### config.mk
export PLATFORM = sky130hd
export DESIGN_NAME = counter_time_unit
export DESIGN_NICKNAME = d
export VERILOG_FILES = /design/src/rtl/counter_time_unit_pkg.sv /design/src/rtl/bin2bcd_99.sv /design/src/rtl/counter_time_unit.sv
export SDC_FILE = /design/constraint.sdc
export NUM_CORES = 1
export LEC_CHECK = 0
export CORE_MARGIN = 2
export CORE_UTILIZATION = 40
export DETAILED_ROUTE_END_ITERATION = 10
export GPL_TIMING_DRIVEN = 0
export HOLD_SLACK_MARGIN = 0.1
export PLACE_DENSITY = 0.66
export SLEW_MARGIN = 30
export SYNTH_ARGS = -nofsm -noshare
export SYNTH_HDL_FRONTEND = slang
export SYNTH_SLANG_ARGS = --single-unit
### constraint.sdc
create_clock -name clk -period 6.81 [get_ports clk]
set_input_delay 1.7025 -clock clk [delete_from_list [all_inputs] [get_ports clk]]
set_output_delay 1.7025 -clock clk [all_outputs]
set_load 0.005 [all_outputs]
### src/rtl/counter_time_unit_pkg.sv
// ============================================================================
//  Module      : counter_time_unit_pkg
//  Description : Shared time-of-day range constants and BCD helpers.
//  Revision    : 1.0 - initial release
// ============================================================================
`default_nettype none

package counter_time_unit_pkg;

    localparam int SEC_MIN = 0;
    localparam int SEC_MAX = 59;
    localparam int MIN_MIN = 0;
    localparam int MIN_MAX = 59;
    localparam int H24_MIN = 0;
    localparam int H24_MAX = 23;
    localparam int H12_MIN = 1;
    localparam int H12_MAX = 12;
    localparam int BCD_W   = 8;

    // Elaboration-time conversion, used for reset constants only.
    function automatic logic [BCD_W-1:0] to_bcd(input int v);
        return {4'(v / 10), 4'(v % 10)};
    endfunction

    function automatic logic in_range(input int v, input int lo, input int hi);
        return (v >= lo) && (v <= hi);
    endfunction

endpackage

`default_nettype wire

### src/rtl/bin2bcd_99.sv
// ============================================================================
//  Module      : bin2bcd_99
//  Description : Combinational binary (0..99) to packed BCD {tens, ones}.
//  Revision    : 1.0 - initial release
// ============================================================================
`default_nettype none

module bin2bcd_99
    import counter_time_unit_pkg::*;
#(
    parameter int WIDTH = 7
) (
    input  logic [WIDTH-1:0] bin,
    output logic [BCD_W-1:0] bcd
);

    logic [3:0] w_tens;
    logic [3:0] w_ones;

    // Threshold ladder instead of a divider: the range is small and fixed.
    always_comb begin
        w_tens = 4'd0;
        for (int t = 1; t <= 9; t++) begin
            if (int'(bin) >= 10 * t) begin
                w_tens = 4'(t);
            end
        end
        w_ones = 4'(int'(bin) - 10 * int'(w_tens));
        bcd    = {w_tens, w_ones};
    end

endmodule

`default_nettype wire

### src/rtl/counter_time_unit.sv
// ============================================================================
//  Module      : counter_time_unit
//  Description : Cascadable up/down modulo counter for one time-of-day digit
//                pair with range-checked preset and registered BCD output.
//  Revision    : 1.0 - initial release
// ============================================================================
`default_nettype none

module counter_time_unit
    import counter_time_unit_pkg::*;
#(
    parameter int MIN_VAL = 0,
    parameter int MAX_VAL = 59,
    parameter int WIDTH   = 7
) (
    input  logic             clk,
    input  logic             CR,
    input  logic             en,
    input  logic             PE,
    input  logic             dir,
    input  logic [WIDTH-1:0] pre_val,
    output logic [WIDTH-1:0] show_val,
    output logic [BCD_W-1:0] show_bcd,
    output logic             cout,
    output logic             load_err
);

    localparam logic [WIDTH-1:0] c_min     = WIDTH'(MIN_VAL);
    localparam logic [WIDTH-1:0] c_max     = WIDTH'(MAX_VAL);
    localparam logic [BCD_W-1:0] c_min_bcd = to_bcd(MIN_VAL);

    logic [WIDTH-1:0] w_next_val;
    logic [BCD_W-1:0] w_next_bcd;
    logic             w_next_cout;
    logic             w_next_err;

    // Wrap is decided before the add, so MAX_VAL+1 / MIN_VAL-1 never exist.
    always_comb begin
        w_next_val  = show_val;
        w_next_cout = 1'b0;
        w_next_err  = 1'b0;
        if (PE) begin
            if (in_range(int'(pre_val), MIN_VAL, MAX_VAL)) begin
                w_next_val = pre_val;
            end else begin
                w_next_err = 1'b1;
            end
        end else if (en) begin
            if (!dir) begin
                if (show_val == c_max) begin
                    w_next_val  = c_min;
                    w_next_cout = 1'b1;
                end else begin
                    w_next_val = show_val + WIDTH'(1);
                end
            end else begin
                if (show_val == c_min) begin
                    w_next_val  = c_max;
                    w_next_cout = 1'b1;
                end else begin
                    w_next_val = show_val - WIDTH'(1);
                end
            end
        end
    end

    bin2bcd_99 #(
        .WIDTH (WIDTH)
    ) u_bin2bcd (
        .bin (w_next_val),
        .bcd (w_next_bcd)
    );

    always_ff @(posedge clk) begin
        if (CR) begin
            show_val <= c_min;
            show_bcd <= c_min_bcd;
            cout     <= 1'b0;
            load_err <= 1'b0;
        end else begin
            show_val <= w_next_val;
            show_bcd <= w_next_bcd;
            cout     <= w_next_cout;
            load_err <= w_next_err;
        end
    end

endmodule

`default_nettype wire

==> results of run 1 <==
area by class of cell:
cell class | count | area, um^2
inverter | 6 | 22.52
sequential | 16 | 320.3
timing repair buffer | 27 | 270.3
multi-input combinational | 120 | 882.1
clock buffer | 4 | 36.28
buffer | 10 | 61.31
tap | 44 | 55.05
fill | 305 | 1405
through the flow:
step,instances,setup slack (ns),instance area (um^2),util (%)
finish,227,1.630,1648,53.98
global route,227,1.383,1648,53.98
CTS,227,1.617,1648,53.98
detailed placement,223,1.314,1612,52.79
global placement,223,1.465,1612,52.79
floorplan,152,2.156,1286,-
sequential cells by signal (all words and copies together) (netlist names):
name and cells:
show_bcd 7, show_val 7, cout 1, load_err 1
worst paths after layout:
check | start | to | slack [ns] | depth (start not counted)
max | pre_val[4] | show_bcd[3] | 1.63 | 14
min reg2reg | show_val[0] | show_val[0] | 0.80 | 4
max reg2reg | show_val[0] | show_bcd[3] | 2.72 | 16
min | show_val[0] | show_val[0] | 0.80 | 4
power breakdown:
group / switching, uW / internal, uW
sequential: 8.32 / 107
combinational: 75.1 / 80.2
clock: 30.6 / 32.5
cells by family after synthesis:
group / synth area share [%]
simple gates: 29.09
compound gates: 26.95
buf+inv: 6.517
flops: 24.90
xor+xnor: 4.767
fa+ha+maj: 6.226
mux: 1.556
cell usage in the layout, fill, tap and decap left out, types with 2 or more instances in the layout:
| cell | n |
|---|---|
| clkdlybuf4s50_1 | 27 |
| nor2_1 | 20 |
| dfxtp_1 | 16 |
| nand2_1 | 9 |
| inv_1 | 6 |
| nor3_1 | 6 |
| nor2b_1 | 5 |
| nand3_1 | 5 |
| nand3b_1 | 4 |
| buf_2 | 4 |
| xnor2_1 | 4 |
| a31oi_1 | 4 |
| ha_1 | 4 |
| nand4_1 | 3 |
| clkbuf_1 | 3 |
| a211oi_1 | 3 |
| nor3b_1 | 3 |
| o21ai_0 | 3 |
| o311a_1 | 3 |
| xor2_1 | 3 |
| clkbuf_4 | 3 |
| buf_6 | 2 |
| a21o_1 | 2 |
| a21oi_1 | 2 |
| o32ai_1 | 2 |
| and2_1 | 2 |
| mux2i_1 | 2 |
| o31ai_4 | 2 |
| a2111oi_2 | 2 |
metal layers:
| layer | global-route usage, % | up-vias | share of wire, % |
|---|---|---|---|
| li1 | - | 630 | - |
| met1 | 26.95 | 584 | 50 |
| met2 | 30.41 | 26 | 46 |
| met3 | 4.051 | 4 | 3.3 |
| met4 | 4.658 | 0 | 0.89 |
| met5 | 0 | - | 0 |
tightest hold or removal path, stage by stage, from the launching register on:
cell	delay, ns
dfxtp_1	0.42
nor2_1	0.13
nor3_1	0.05
nor2_1	0.10
a211oi_1	0.06
==> summary.md, run 1 <==
| Metric | Value |
|---|---|
| Post-synth ARST share | 0% |
| CP delay by family, top | compound AO/OA/AOI/OAI gates |
| Post-DP HPWL | 2499 um |
| Drt pass-1 iters | 4 |
| Largest cells by area after synthesis | dfxtp_1 25%, nor2_1 5.8%, ha_1 3.9% |
| Clock sink count | 16 |
| Status | finished, final reports clean |
| Yosys warns | 0 |
| Critical path, cell by cell | clkdlybuf4s50_1 -> a41oi_1 -> o21ai_0 -> a221oi_1 -> o22ai_1 -> a2111oi_2 -> or3_4 -> inv_1 -> ha_1 -> fa_1 -> xor2_1 -> xnor2_1 -> xnor2_1 -> nor2_1 |
| Die Height | 60.71 um |
| RSZ-0062 raised after global routing | no |
| Yosys top cell by area | dfxtp_1 |
| Seq/Total Area, Yosys | 24.90% |
| Worst Skew | 0.01161 ns |
| Post-CTS Hold Fix Bufs | 0 |
| Startpoint Class | input port |
| Die Width | 60.71 um |
| CP endpoint kind | register |
| Total grt overflow | 0 |
| Hold_ws | 0.8028 ns |
| Tcrit/Tclk final | 76.06% |
| Setup TNS | 0 ns |
| Synth-to-layout area growth | 28.11% |
| Worst Setup Path Type | in2reg |
| Num CTS Buffers | 3 |
| DRT iter0 DRCs | 45 |
| CORE AREA | 3053 um^2 |
| Most common cell on crit path | xnor2_1 |
| Postcts setup bufs | 0 |
| Syn nets | 169 |
| Worst Path Buf+Inv | 2 |
| Total Nets Final | 201 |
| DRT Wirelength | 3257 um |
| Cell count after synthesis | 152 |
| Fin. Hold Viols | 0 |
| I/O pin cnt | 29 |
| CTS tree | done |
| Slowest-stage cell, CP | a221oi_1 |
| Most common cell in the synthesized netlist | nor2_1 |
| Die ar. | 3685 um^2 |
| Starting Density | 42.13% |
| Detail-routed net length per standard cell | 14.35 um |
| CP Data Required Time | 6.99 ns |
| Clk buf depth | 2 |
| Mapped Area | 1286 um^2 |
| Post-synthesis register bit count | 16 |
| First-pass GRT wire length | 5292 um |
| Number of H-tree levels | 1 |
| Post-CTS Resized | 0 |
| Clock Latency Late Sink | 0.29 ns |
| Max Clk Rate | 0.1931 GHz |
| GPL Wtd Cong | 0.8152 |
| Max_slew headroom | 48.23% |
| Peak VDD IR | 146.1 uV |
| CTS root buf | clkbuf_4 |
| Antenna violations before repair | 0 |
| PwrDens | 202.3 nW/um^2 |
| Fin. max-slew vios | 0 |
| Min-Delay Path Class | reg2reg |
| Worst Tran Pin Value | 0.7766 ns |
| Design Power | 333.4 uW |
| Top cell type's share of synthesized area | 24.90% |
| Rows | 20 |
| Via/cell ratio | 5.480 |
| Detail Route Antenna Nets | 0 |
| Commonest cells post-synth | 20 x nor2_1, 16 x dfxtp_1, 9 x nand2_1, 6 x inv_1, 6 x nor3_1 |
| Final min period | 5.180 ns |
| Remaining DRCs | 0 |
| Synth Flop Type | dfxtp_1 |
| Yosys cell types | 55 |
| # diodes | 0 |
| Max FO, Critical Path | 5 |
| Port Buffers | 27 |
| Share of cells above drive strength 1 | 13.11% |
| CTS clock-pin slew for the worst setup and hold paths | 0.10 ns |
| Via count | 1244 |
| Crit-path max cell delay | 0.64 ns |
| GRT Util Overall | 19.25% |
| Largest net degree at the start of global routing | 11 |
| Arr. time, crit path | 5.36 ns |
| Syn avg cell area | 8.462 um^2 |
| Setup violators final | 0 |
| Max-Cap Viols | 0 |
| Pleak | 0.0006051 uW |
| EDFF count, synth | 0 |
| Vias in the first global route | 1132 |
Power figures use the tool's default switching activity.
==> inputs of run 2 (changes only) <==
PLACE_DENSITY = 0.68   (was 0.66)
clock period = 4.6 ns   (was 6.81 ns; I/O delays follow)
==> summary.md, run 2 (synthesis gave the netlist of run 1 again) <==
| Metric | Value |
|---|---|
| Detail Route Antenna Nets | 0 |
| Worst Setup Path Type | in2reg |
| Post-CTS Resized | 0 |
| Rows | 20 |
| Multi-input logic area | 902.1 um^2 |
| Max FO, Critical Path | 8 |
| CP endpoint kind | register |
| Die Height | 60.71 um |
| GRT Util Overall | 18.08% |
| Clock sink count | 16 |
| Port Buffers | 27 |
| Worst Skew | 0.007928 ns |
| Via/cell ratio | 5.511 |
| Startpoint Class | input port |
| Fin cells | 227 |
| Status | finished, final reports clean |
| Via count | 1251 |
| Tcrit/Tclk final | 96.46% |
| CTS tree | done |
| Number of H-tree levels | 1 |
| Antenna violations before repair | 0 |
| Max-Cap Viols | 0 |
| DRT Wirelength | 3216 um |
| I/O pin cnt | 29 |
| Clk buf depth | 2 |
| Die ar. | 3685 um^2 |
| CORE AREA | 3053 um^2 |
| Pleak | 0.0006243 uW |
| Total grt overflow | 0 |
| Clock Latency Late Sink | 0.29 ns |
| Max_slew headroom | 65.05% |
| Post-CTS Hold Fix Bufs | 0 |
| Die Width | 60.71 um |
| First-pass GRT wire length | 5030 um |
| Drt pass-1 iters | 4 |
| Detail-routed net length per standard cell | 14.17 um |
| Worst Tran Pin Value | 0.5226 ns |
| Share of cells above drive strength 1 | 13.66% |
| CP Data Required Time | 4.77 ns |
| Num CTS Buffers | 3 |
| Fill cell count | 301 |
| Synth-to-layout area growth | 29.86% |
| Final min period | 4.437 ns |
| CTS root buf | clkbuf_4 |
| Setup violators final | 0 |
| Commonest cells after routing, fill and taps aside | 26 x clkdlybuf4s50_1, 20 x nor2_1, 16 x dfxtp_1 |
| Remaining DRCs | 0 |
| DRT iter0 DRCs | 27 |
| Fin. Hold Viols | 0 |
| Commonest non-fill, non-tap cell in the layout | clkdlybuf4s50_1 |
| Postcts setup bufs | 0 |
| Arr. time, crit path | 4.61 ns |
| Vias in the first global route | 1092 |
| CTS clock-pin slew for the worst setup and hold paths | 0.10 ns |
| Post-DP HPWL | 2468 um |
| Max Clk Rate | 0.2254 GHz |
| Regs by FF count | show_bcd (7), show_val (7) |
| Design Power | 495.3 uW |
| Starting Density | 42.13% |
| Total Nets Final | 201 |
| Fin. max-slew vios | 0 |
| PwrDens | 296.5 nW/um^2 |
| Largest net degree at the start of global routing | 11 |
| # diodes | 0 |
| Reg area | 320.3 um^2 |
| RSZ-0062 raised after global routing | no |
| GPL Wtd Cong | 0.8860 |
| Final design utilization | 54.71% |
| Peak VDD IR | 217.9 uV |
| Post-Place Cells | 223 |
| Min-Delay Path Class | reg2reg |
-- run 2: cell types whose count changed in the layout (fill, tap and decap cells not counted), sizes merged --
cell           change
clkdlybuf4s50      -1
dlymetal6s2s       +1
-- run 2: through the flow --
stage	TNS [ns]	cell area (um^2)	worst slack (ns)	hold WS (ns)
after floorplan	0	1286	0.4990	0.7043
after global placement	-0.2134	1612	-0.2134	0.7656
after detailed placement	-0.2552	1612	-0.2552	0.7618
after CTS	0	1648	0.04469	0.7815
after global routing	0	1670	0.01110	0.8691
final	0	1670	0.1627	0.7720
-- run 2: area by class of cell --
cell class | instances | area share, %
well taps | 44 | 3.296
repair buffers | 27 | 16.33
multi-input cells | 120 | 54.01
inverters | 6 | 1.348
plain buffers | 10 | 3.670
clock buffers | 4 | 2.172
flip-flops and latches | 16 | 19.18
-- run 2: critical path, cell delays in order --
cell and delay [ns]:
clkdlybuf4s50_1 0.48, nand2b_4 0.21, or4_1 0.54, o311a_1 0.13
buf_2 0.18, and2_1 0.19, a2111oi_2 0.36, or3_4 0.21
inv_1 0.04, ha_1 0.20, fa_1 0.38, xor2_1 0.18
xnor2_1 0.18, xnor2_1 0.14, nor2_1 0.05
-- run 2: per-layer routing --
layer | global-route usage, % | wire (um) | vias to the layer above
li1 | - | - | 637
met1 | 24.09 | 1518 | 582
met3 | 3.412 | 122 | 2
met5 | 0 | 0 | -
met2 | 30.72 | 1565 | 30
met4 | 3.416 | 10 | 0
-- run 2: path summary, 6_finish.rpt --
kind                            slack [ns]     endpoint        start  cells after the start
worst max-delay path                  0.16  show_bcd[3]           PE                     15
worst min-delay path                  0.77  show_val[0]  show_val[0]                      4
worst max register to register        0.56  show_bcd[3]  show_val[1]                     16
worst min register to register        0.77  show_val[0]  show_val[0]                      4
-- run 2: power breakdown --
group	switching, uW	internal [uW]	leakage, uW
registers	13.2	158	0.000132
clock network	44.8	48.1	0.0000210
logic	111	120	0.000471
==> inputs of run 3 (changes only) <==
==> constraint.sdc (replaced) <==
create_clock -name clk -period 4.6 [get_ports clk]
set_input_delay 0.92 -clock clk [delete_from_list [all_inputs] [get_ports clk]]
set_output_delay 0.92 -clock clk [all_outputs]
set_load 0.005 [all_outputs]
==> summary.md, run 3 (synthesis gave the netlist of run 1 again) <==
| Metric | Value |
|---|---|
| Status | finished, final reports clean |
| Setup violators final | 0 |
| Slowest-stage cell, CP | clkdlybuf4s50_1 |
| Min-Delay Path Class | reg2reg |
| Post-CTS Hold Fix Bufs | 0 |
| Postcts setup bufs | 0 |
| Internal reg-to-reg setup slack | 0.58 ns |
| Total Nets Final | 201 |
| Post-CTS Resized | 0 |
| Antenna violations before repair | 0 |
| Final min period | 4.349 ns |
| Hold path depth | 4 |
| CTS clock-pin slew for the worst setup and hold paths | 0.10 ns |
| DRT Wirelength | 3205 um |
| Die Height | 60.71 um |
| Remaining DRCs | 0 |
| Post-Place Cells | 223 |
| Max FO, Critical Path | 9 |
| Port Buffers | 27 |
| CP delay by family, top | compound AO/OA/AOI/OAI gates |
| Fin. max-slew vios | 0 |
| Commonest non-fill, non-tap cell in the layout | clkdlybuf4s50_1 |
| Via count | 1245 |
| Drt pass-1 iters | 4 |
| Fill cell count | 301 |
| CTS root buf | clkbuf_4 |
| Worst Tran Pin Value | 0.6794 ns |
| Largest net degree at the start of global routing | 11 |
| Pre-CTS setup slack | -0.02519 ns |
| Startpoint Class | input port |
| CP endpoint kind | register |
| Total grt overflow | 0 |
| PwrDens | 299.8 nW/um^2 |
| # diodes | 0 |
| Clk buf depth | 2 |
| Starting Density | 42.13% |
| Die ar. | 3685 um^2 |
| Synth-to-layout area growth | 28.11% |
| CTS tree | done |
| Post-DP HPWL | 2468 um |
| CORE AREA | 3053 um^2 |
| Max_slew headroom | 54.71% |
| RR Endpoint | show_bcd[3] |
| DRT iter0 DRCs | 27 |
| Peak VDD IR | 220.0 uV |
| Rows | 20 |
| Number of H-tree levels | 1 |
| GRT Util Overall | 18.08% |
| Worst Setup Path Type | in2reg |
| Arr. time, crit path | 4.53 ns |
| Num CTS Buffers | 3 |
| First-pass GRT wire length | 5030 um |
| Max-Cap Viols | 0 |
| Hold_ws | 0.7716 ns |
| Worst Path Buf+Inv | 2 |
| Via/cell ratio | 5.485 |
| Fin. Hold Viols | 0 |
| Hold path start | show_val[0] |
| I/O pin cnt | 29 |
| CP Data Required Time | 4.78 ns |
| Worst R2R Path Depth | 16 |
| Share of cells above drive strength 1 | 13.11% |
| Hold Crit Endpoint | show_val[0] |
| Setup TNS | 0 ns |
| Regs by FF count | show_bcd (7), show_val (7) |
| Vias in the first global route | 1092 |
| Clock sink count | 16 |
| RSZ-0062 raised after global routing | no |
| Pleak | 0.0006051 uW |
| GPL Wtd Cong | 0.8860 |
| Final design utilization | 53.98% |
| Reg2reg start | show_val[1] |
| Worst Skew | 0.008547 ns |
| Tcrit/Tclk final | 94.53% |
| Clock Latency Late Sink | 0.29 ns |
| Final worst slack | 0.2514 ns |
| Die Width | 60.71 um |
| Critical path, cell by cell | clkdlybuf4s50_1 -> nor2b_1 -> a22oi_1 -> a21o_1 -> a31oi_2 -> nor2_1 -> a2111oi_2 -> or3_4 -> inv_1 -> ha_1 -> fa_1 -> xor2_1 -> xnor2_1 -> xnor2_1 -> nor2_1 |
| Detail Route Antenna Nets | 0 |
| Crit-path max cell delay | 0.63 ns |
| Detail-routed net length per standard cell | 14.12 um |
| Fin cells | 227 |
| Max Clk Rate | 0.2300 GHz |
| Commonest cells after routing, fill and taps aside | 27 x clkdlybuf4s50_1, 20 x nor2_1, 16 x dfxtp_1 |
-- run 3: cell types whose count changed in the layout (fill, tap and decap cells not counted), sizes merged --
cell / change
dlymetal6s2s: -1
clkdlybuf4s50: +1
-- run 3: final cells by class --
| cell class | instances | area (um^2) | area share, % |
|---|---|---|---|
| tap | 44 | 55.05 | 3.341 |
| timing repair buffer | 27 | 270.3 | 16.40 |
| clock buffer | 4 | 36.28 | 2.202 |
| sequential | 16 | 320.3 | 19.44 |
| multi-input combinational | 120 | 882.1 | 53.53 |
| buffer | 10 | 61.31 | 3.721 |
| inverter | 6 | 22.52 | 1.367 |
-- run 3: layer usage --
metal / routed length, um / part of all wire, % / global-route usage (%) / vias to the layer above
met1: 1498 / 47 / 24.09 / 579
met3: 156 / 4.9 / 3.412 / 2
li1: - / - / - / 633
met2: 1540 / 48 / 30.72 / 31
met5: 0 / 0 / 0 / -
met4: 10 / 0.31 / 3.416 / 0
-- run 3: report_power, final --
part / switching [uW] / internal, uW / total, uW
sequential: 12.9 / 158 / 171
combinational: 109 / 119 / 229
clock: 46.4 / 48.2 / 94.6
total: 169 / 325 / 494
-- run 3: worst min-delay path: cells and delay by family, from the launching register on --
kind	cells	cell delay, ns
flip-flops	1	0.41
AND/OR/NAND/NOR	3	0.26
AO/OA/AOI/OAI	1	0.06
-- run 3: through the flow --
stage               total power (uW)  cell area (um^2)
floorplan                      322.2              1286
global placement               397.2              1612
detailed placement             402.6              1612
CTS                            497.6              1648
global route                   530.6              1648
finish                         494.0              1648
-- run 3: worst max-delay path by stage --
stage | start | to | cells after the start
2_1_floorplan | dir | show_bcd[3] | 15
6_report | en | show_bcd[3] | 15
5_1_grt | en | show_bcd[3] | 15
3_3_place_gp | en | show_bcd[3] | 15
4_1_cts | en | show_bcd[3] | 15
3_5_place_dp | pre_val[4] | show_bcd[3] | 14
